<file path="src/rtl/debounce_pair.sv">
// Two independent synchronize-and-debounce channels conditioning raw switch
// inputs for a two-input gate, with registered edge pulses and a stability flag.

module debounce_chan #(
    parameter int STABLE_CYCLES = 4,
    parameter int CNT_W         = 3
) (
    input  logic clk,
    input  logic reset,
    input  logic raw,
    output logic out,
    output logic rise,
    output logic fall,
    output logic stable
);

    localparam logic [CNT_W-1:0] CNT_LAST = CNT_W'(STABLE_CYCLES - 1);

    logic             s1;
    logic             s2;
    logic [CNT_W-1:0] cnt;

    // cnt == 0 with s2 == out is the idle state; a nonzero cnt means a change is pending
    always_ff @(posedge clk or posedge reset) begin
        if (reset) begin
            s1   <= 1'b0;
            s2   <= 1'b0;
            cnt  <= '0;
            out  <= 1'b0;
            rise <= 1'b0;
            fall <= 1'b0;
        end else begin
            s1   <= raw;
            s2   <= s1;
            rise <= 1'b0;
            fall <= 1'b0;
            if (s2 == out) begin
                cnt <= '0;
            end else if (cnt == CNT_LAST) begin
                // With STABLE_CYCLES == 1 this fires straight from the idle state
                out  <= s2;
                cnt  <= '0;
                rise <= s2;
                fall <= ~s2;
            end else begin
                cnt <= cnt + 1'b1;
            end
        end
    end

    assign stable = (cnt == '0) && (s2 == out);

endmodule

module debounce_pair #(
    parameter int STABLE_CYCLES = 4,
    parameter int CNT_W         = 3
) (
    input  logic clk,
    input  logic reset,
    input  logic raw_a,
    input  logic raw_b,
    output logic a,
    output logic b,
    output logic a_rise,
    output logic a_fall,
    output logic b_rise,
    output logic b_fall,
    output logic both_stable
);

    logic stable_a;
    logic stable_b;

    // The counter must be able to hold STABLE_CYCLES-1 without wrapping
    if (STABLE_CYCLES < 1 || STABLE_CYCLES > (2 ** CNT_W) - 1) begin : g_bad_cfg
        $error("debounce_pair: STABLE_CYCLES out of range for CNT_W");
    end

    debounce_chan #(
        .STABLE_CYCLES(STABLE_CYCLES),
        .CNT_W        (CNT_W)
    ) u_chan_a (
        .clk   (clk),
        .reset (reset),
        .raw   (raw_a),
        .out   (a),
        .rise  (a_rise),
        .fall  (a_fall),
        .stable(stable_a)
    );

    debounce_chan #(
        .STABLE_CYCLES(STABLE_CYCLES),
        .CNT_W        (CNT_W)
    ) u_chan_b (
        .clk   (clk),
        .reset (reset),
        .raw   (raw_b),
        .out   (b),
        .rise  (b_rise),
        .fall  (b_fall),
        .stable(stable_b)
    );

    assign both_stable = stable_a && stable_b;

endmodule

</file>
<file path="config.mk">
export PLATFORM = sky130hd
export DESIGN_NAME = debounce_pair
export DESIGN_NICKNAME = d
export VERILOG_FILES = /design/src/rtl/debounce_pair.sv
export SDC_FILE = /design/constraint.sdc
export NUM_CORES = 1
export LEC_CHECK = 0
export ABC_AREA = 1
export CORE_UTILIZATION = 30
export DETAILED_ROUTE_END_ITERATION = 8
export PLACE_DENSITY_LB_ADDON = 0.15
export SLEW_MARGIN = 25
export SYNTH_ARGS = -nofsm -noshare
export SYNTH_HDL_FRONTEND = slang
export SYNTH_SLANG_ARGS = --single-unit
</file>
<file path="constraint.sdc">
create_clock -name clk -period 1.1 [get_ports clk]
set_input_delay 0.33 -clock clk [delete_from_list [all_inputs] [get_ports clk]]
set_output_delay 0.33 -clock clk [all_outputs]
set_load 0.05 [all_outputs]
</file>
# After elaboration in Yosys (flattened, before gate mapping)
# Index checks and enable logic that the tools add are counted.
[classes] add_sub_neg=2 eq_ne=4 muxes=12 n_bitwise=4 reduce_logical=7
[ops] cell="3-bit two-way mux" count=4
[ops] cell="1-bit two-way mux" count=8
[ops] cell="3-bit by 1-bit adder with 3-bit output, second input constant" count=2
[ops] cell="3-bit by 2-bit equality test with 1-bit output, second input constant" count=2
[ops] cell="3-bit zero test" count=2
[ops] cell="1-bit inverter" count=4
[ops] cell="2-bit AND reduction" count=2
[ops] cell="1-bit logical AND" count=3
[ops] cell="1-bit equality test" count=2
[word_totals] ff_bits=16 inputBits=4 output_inout_bits=7 wordCells=41

# Logic depth before layout (Yosys ltp)
# Gate-level depths: netlist of the first run.
[depth] word_depth=3 depth_mapped=6

# Cells and area by module
# A second synthesis of the first run with hierarchy kept.
[hier_totals] cells_unflattened=76 area_unflattened_um2=683.2
[modules_own_cells] module="debounce_chan" instances=2 cells_each=37 area_per_inst_um2=337.8 seq_area_each_um2=200.2
[modules_own_cells] module="debounce_pair" instances=1 cells_each=2 area_per_inst_um2=7.5 seq_area_each_um2=0.0

# Worst setup path after synthesis of the first run
# No wires, ideal clock.
[synth_timing] path_type="reg-to-output" from="register u_chan_b.out" to="output both_stable" arrival_ns=1.538 t_required_ns=0.770 slack_ns=-0.768 path_stages_with_launch=5 n_path_buf=0 path_cell_list="dfrtp_1 -> inv_2 -> nand2_2 -> nand3_1 -> nor2_1"
[synth_between] elab_chain_cells=3
[synth_rtl] item="from (decl)" line_no="11" text="output logic out,"
[synth_rtl] item="from (signal assigned)" line_no="29" text="out <= 1'b0;"
[synth_rtl] item="from (signal assigned)" line_no="41" text="out <= s2;"
[synth_rtl] item="1-bit equality test" line_no="51" text="assign stable = (cnt == '0) && (s2 == out);"
[synth_rtl] item="1-bit logical AND" line_no="51"
[synth_rtl] item="1-bit logical AND" line_no="106" text="assign both_stable = stable_a && stable_b;"
[synth_rtl] item="to (decl)" line_no="69" text="output logic both_stable"
# Every way passes these cells.

# Worst setup path after layout of the first run
[layout_timing] from="register u_chan_b.cnt[0]" to="output both_stable"
[layout_between] elab_chain_cells=3
[layout_rtl] item="from (decl)" line_no="21" text="logic [CNT_W-1:0] cnt;"
[layout_rtl] item="from (signal assigned)" line_no="46" text="cnt <= cnt + 1'b1;"
[layout_rtl] item="3-bit zero test" line_no="51"
[layout_rtl] item="1-bit logical AND" line_no="51"
[layout_rtl] item="1-bit logical AND" line_no="106"
# Every way passes these cells.

==> impl_results.md, run 1 <==
- Avg Cell Area, Syn: 10.0 µm²
- Dpl cells: 112
- Seq pwr share: 30.3%
- Failing checks: negative setup slack
- Share of layout cells above drive strength 1: 57.7%
- Post-synthesis simple-gate area fraction: 23.2%
- Leading area contributor after synthesis: dfrtp_1
- Kind of critical path: reg -> out
- Internal power: 0.00165 W
- Clock skew: 0.000956 ns
- Vias in the first global route: 532
- Wire per inst: 9.96 µm
- Outcome: complete, but fails checks
- Pin count of the biggest net entering global routing: 17
- Vias/cell: 4.02
- Initial Util: 32.8%
- Adder-cell share of the synthesized area: 7.55%
- RSZ-0062 raised after global routing: true
- Most frequent cell after synthesis: dfrtp_1
- Place WS: -0.357 ns
- Switching power: 0.000943 W
- Sw frac: 36.4%
- DIE WIDTH: 49.0 µm
- Synthesized flop and latch total: 16
- Clock network power share: 15.1%
- Startpoint types: register
- CTS Sinks: 16
- Num CTS Buffers: 3
- Final wirelength: 1.24 mm
- Clock buffer depth: 2
- Hpwl dp: 838 µm
- GRT Total Usage: 12.8%
- Die H: 49.0 µm
- Asr flop ratio synth: 100%
- Maximum capacitance violations: 0
- Worst slew margin: 86.9%
- CTS clock-pin slew for the worst setup and hold paths: 0.10 ns
- Main combinational cell family by area after synthesis: simple AND/OR/NAND/NOR gates
- Total die area: 2400 µm²
- Fmax: 577 MHz
- Post-Synthesis Cell Area: 663 µm²
- ANT nets after route: 0
- Req. time, crit path: 0.77 ns
- Top post-synthesis cells by area: dfrtp_1 60%, ha_1 7.5%, inv_1 6.8%, nand2_1 5.7%, nor2_2 5.7%
- Final hold vios: 0
- Pwr dens: 2320 nW/µm²
- Final Worst Setup Slack: -0.633 ns
- EDFF count, synth: 0
- CP arrival: 1.40 ns
- Leakage: 0.533 nW
- Syn Nets: 74
- Crit path time final: 1.73 ns
- Worst Tran Pin Value: 0.195 ns
- First-pass GRT wire length: 2.20 mm
- Period utilisation layout: 158%
- PortBufs: 10
- Initial antenna violation count: 0
- Core Rows: 16
- Drt pass-1 iters: 2
- Setup violations, final: 9
- Combinational share of power: 54.6%
- Area post-placement: 965 µm²
- PnR Total Power: 0.00259 W
- Post-synthesis sequential area ratio: 60.4%
- Compound-gate portion of the synthesized area: 1.51%
- Primary FF master, synth: dfrtp_1
- Most frequent cells after synthesis: 16 x dfrtp_1, 12 x inv_1, 10 x nand2_1, 7 x nor2_1, 6 x nor2_2
- Post-synthesis mux area share: 0%
- Biggest regs: u_chan_a.cnt x3, u_chan_b.cnt x3
- Synth Area in XOR/XNOR: 0%
- Number of synthesis warnings: 0
- Final #Nets: 106
- Cell area after layout: 1120 µm²
- CTS tree: yes
- Worst setup EP type: output pin
- Grt total ovfl: 0
- I/O pin total: 11
- Peak supply drop: 0.00152 V
- N_diodes: 0
- Layout Cells excl Fill: 124
- Routed vias: 498
- Htree depth: 1
- Reg2reg setup slack: -0.13 ns
- Core Footprint: 2020 µm²
- Initial DRC Count: 5
- Top-area cell type share of the netlist area: 60.4%
- Synth cell types: 12
- Hold Path Class: in -> async
- CP Max Fanout: 2
- Drc violations: 0
- Root Driver: clkbuf_4
- Fin. max-slew vios: 0
- Clock Latency Late Sink: 0.28 ns
- Synthesized netlist cell count: 66
- GPL Wtd Cong: 0.676
- Growth of design area from synthesis to finish: 68.3%
-- cell families (layout without fill, tap and decap cells) --
kind of cell | after synthesis | count (layout)
compound gates | 2 | 2
flops | 16 | 16
buf+inv | 13 | 44
fa+ha+maj | 4 | 4
simple gates | 31 | 31
-- path summary, 6_finish.rpt --
| kind | cells after the start | to | from |
|---|---|---|---|
| min in group clk | 0 | u_chan_a.s2$_DFF_PP0_ | u_chan_a.s1$_DFF_PP0_ |
| max in group asynchronous | 3 | u_chan_b.out$_DFFE_PP0P_ | reset |
| setup reg to reg | 8 | u_chan_b.cnt[0]$_DFF_PP0_ | u_chan_b.cnt[0]$_DFF_PP0_ |
| setup / recovery | 7 | both_stable | u_chan_b.cnt[0]$_DFF_PP0_ |
| hold / removal | 3 | u_chan_a.fall$_DFF_PP0_ | reset |
| hold reg to reg | 0 | u_chan_a.s2$_DFF_PP0_ | u_chan_a.s1$_DFF_PP0_ |
-- routing by layer --
layer | part of all wire (%) | wire length (µm) | vias up | GRT usage (%)
li1 | - | - | 255 | -
met1 | 43 | 534 | 232 | 14.6
met2 | 53 | 656 | 9 | 21.3
met3 | 2.5 | 31 | 2 | 2.80
met4 | 1.1 | 13 | 0 | 8.82
met5 | 0 | 0 | - | 0
-- critical path: stages (launching register included) --
cell and delay [ns]:
dfrtp_1 0.41, inv_2 0.08, ha_4 0.13, inv_2 0.03, nor2_2 0.08, nand3_2 0.10
nor2_4 0.14, buf_12 0.14
-- area by class of cell --
class,count,area [µm²]
multi-input cells,37,277
inverters,13,48.8
repair buffers,27,318
well taps,27,33.8
fillers,173,906
flip-flops and latches,16,403
clock buffers,4,36.3
-- what timing repair did --
action	4_1_cts	5_1_grt
buffers inserted	7	1
hold endpoints to repair	0	0
setup endpoints to repair	7	15
hold buffers	0	0
gates resized for setup	13	5
pin swaps	7	6
-- power by group through the flow --
stage | clock (W) | combinational, W | sequential (W)
after floorplan | 0 | 0.000468 | 0.000923
after global routing | 0.000438 | 0.00153 | 0.000795
after detailed placement | 0 | 0.00113 | 0.000781
final | 0.000392 | 0.00141 | 0.000783
after global placement | 0 | 0.00111 | 0.000776
after CTS | 0.000401 | 0.00137 | 0.000779
-- per-stage QoR --
stage | TNS (ns) | util, % | hold WS, ns
2_1_floorplan | -0.294 | - | 0.244
3_3_place_gp | -0.331 | 47.7 | 0.338
3_5_place_dp | -0.357 | 47.7 | 0.342
4_1_cts | -1.43 | 53.7 | 0.331
5_1_grt | -1.94 | 55.2 | 0.378
6_report | -1.50 | 55.2 | 0.333
-- cell usage in the layout (no fill, tap or decap), drive strengths merged --
cell	count
or2	2
nand2	12
nand3	2
clkbuf	4
dfrtp	16
clkdlybuf4s50	3
and2	2
inv	13
nor2	13
buf	24
ha	4
o21ai	2
Power figures use the tool's default switching activity.
==> run 2: changes to the inputs <==
- CORE_UTILIZATION: 30 -> 44
==> impl_results.md, run 2 (synthesis results as in run 1) <==
- DR top layer: met4
- Req. time, crit path: 0.77 ns
- CTS clock-pin slew for the worst setup and hold paths: 0.09 ns
- Final hold vios: 0
- Total die area: 1670 µm²
- Met2 WL: 500 µm
- Crit-path slowest cell: dfrtp_1
- Worst hold slack: 0.338 ns
- Grt total ovfl: 0
- Fmax: 584 MHz
- Pin count of the biggest net entering global routing: 17
- Worst setup EP type: output pin
- Core Rows: 13
- Initial DRC Count: 7
- Post-route core utilization: 75.8%
- CTS Hold Bufs: 0
- Vias/cell: 4.59
- Worst R2R End: u_chan_a.cnt[2]$_DFF_PP0_
- Clock skew: 0.00378 ns
- Wire length on met3: 71 µm
- Reg2Reg Depth: 4
- Initial antenna violation count: 0
- Cell area after layout: 1020 µm²
- Failing checks: negative setup slack
- Worst slew margin: 91.0%
- Clock buffer depth: 2
- Routed vias: 482
- Largest delay share family, worst path: flip-flops
- Worst-path cell chain: inv_2 -> ha_1 -> inv_1 -> nor2_2 -> nand3_2 -> nor2_4 -> buf_12
- PortBufs: 10
- Clock Latency Late Sink: 0.28 ns
- Core Footprint: 1350 µm²
- Crit Reg-Reg Startpoint: u_chan_a.cnt[0]$_DFF_PP0_
- First-pass GRT wire length: 1.79 mm
- Outcome: complete, but fails checks
- CP Max Fanout: 2
- Num CTS Buffers: 3
- Final Worst Setup Slack: -0.612 ns
- Setup violations, final: 7
- Growth of design area from synthesis to finish: 54.3%
- Worst Tran Pin Value: 0.134 ns
- Critical path's largest stage delay: 0.40 ns
- Pwr dens: 2290 nW/µm²
- FILL cells: 98
- Root Driver: clkbuf_4
- Kind of critical path: reg -> out
- I/O pin total: 11
- Drc violations: 0
- RSZ-0062 raised after global routing: true
- Most common cell after layout, fill and taps aside: dfrtp_1
- Drt pass-1 iters: 4
- GRT Total Usage: 17.7%
- Htree depth: 1
- Peak supply drop: 0.00119 V
- Leading cell types in the layout, fill and taps excluded: 14 x dfrtp_1, 9 x inv_1, 8 x nor2_2, 8 x buf_12
- PnR Total Power: 0.00234 W
- Hold Path Class: in -> async
- DIE WIDTH: 40.8 µm
- Fin. max-slew vios: 0
- Final wirelength: 1.04 mm
- Final #Nets: 99
- Share of layout cells above drive strength 1: 51.1%
- DRT met1 WL: 446 µm
- Reg2reg setup slack: 0.01 ns
- Maximum capacitance violations: 0
- Buf/Inv on CP: 3
- Biggest regs: u_chan_a.cnt x3, u_chan_b.cnt x3
- Initial Util: 49.1%
- ANT nets after route: 0
- Hpwl dp: 791 µm
- Wire per inst: 9.93 µm
- Period utilisation layout: 156%
- Vias in the first global route: 464
- Area post-placement: 957 µm²
- CP arrival: 1.38 ns
- N_diodes: 0
- Startpoint types: register
- GPL Wtd Cong: 0.748
- CTS Sinks: 16
- Leakage: 0.505 nW
- Die H: 40.8 µm
- Crit path time final: 1.71 ns
- CTS tree: yes
[run 2: tightest hold or removal path, delay by kind of cell]
kind,cells,cell delay [ns]
buffers and inverters,3,0.63
[run 2: report_power, final]
part / switching (W) / internal [W]
clock network: 0.000173 / 0.000202
logic: 0.000590 / 0.000595
registers: 0.0000867 / 0.000697
total: 0.000850 / 0.00149
[run 2: worst max path at each step]
stage | startpoint | endpoint | slack [ns] | depth (start not counted)
3_3_place_gp | u_chan_b.cnt[0]$_DFF_PP0_ | both_stable | -0.34 | 7
5_1_grt | u_chan_a.cnt[0]$_DFF_PP0_ | both_stable | -0.69 | 7
4_1_cts | u_chan_b.cnt[0]$_DFF_PP0_ | both_stable | -0.63 | 7
6_report | u_chan_a.cnt[0]$_DFF_PP0_ | both_stable | -0.61 | 7
3_5_place_dp | u_chan_b.cnt[0]$_DFF_PP0_ | both_stable | -0.35 | 7
2_1_floorplan | u_chan_b.cnt[0]$_DFF_PP0_ | both_stable | -0.29 | 6
[run 2: what timing repair did]
| action | CTS | global route |
|---|---|---|
| setup buffers | 0 | 1 |
| endpoints found under the setup margin | 10 | 14 |
| gates resized for setup | 7 | 5 |
| pin swaps | 1 | 3 |
[run 2: stage by stage]
stage / instances / worst slack, ns / TNS [ns]
after floorplan: 66 / -0.294 / -0.294
after global placement: 101 / -0.337 / -0.337
after detailed placement: 101 / -0.347 / -0.348
after CTS: 105 / -0.628 / -1.45
after global routing: 105 / -0.687 / -1.68
final: 105 / -0.612 / -1.35
[run 2: per-layer routing]
metal	GRT usage, %	up-vias
li1	-	242
met1	17.8	218
met2	28.1	15
met3	10.9	7
met4	9.17	0
met5	0	-
[run 2: final cells by class]
class | count | area (µm²) | share of cell area, %
timing repair buffer | 20 | 265 | 25.9
tap | 15 | 18.8 | 1.83
clock buffer | 4 | 36.3 | 3.55
inverter | 13 | 48.8 | 4.77
sequential | 16 | 403 | 39.4
multi-input combinational | 37 | 251 | 24.6
==> run 3: changes to the inputs <==
- GPL_ROUTABILITY_DRIVEN: unset -> 0
==> results of run 3 <==
Same layout as run 2: the final DEF is identical, and so are final timing and power.
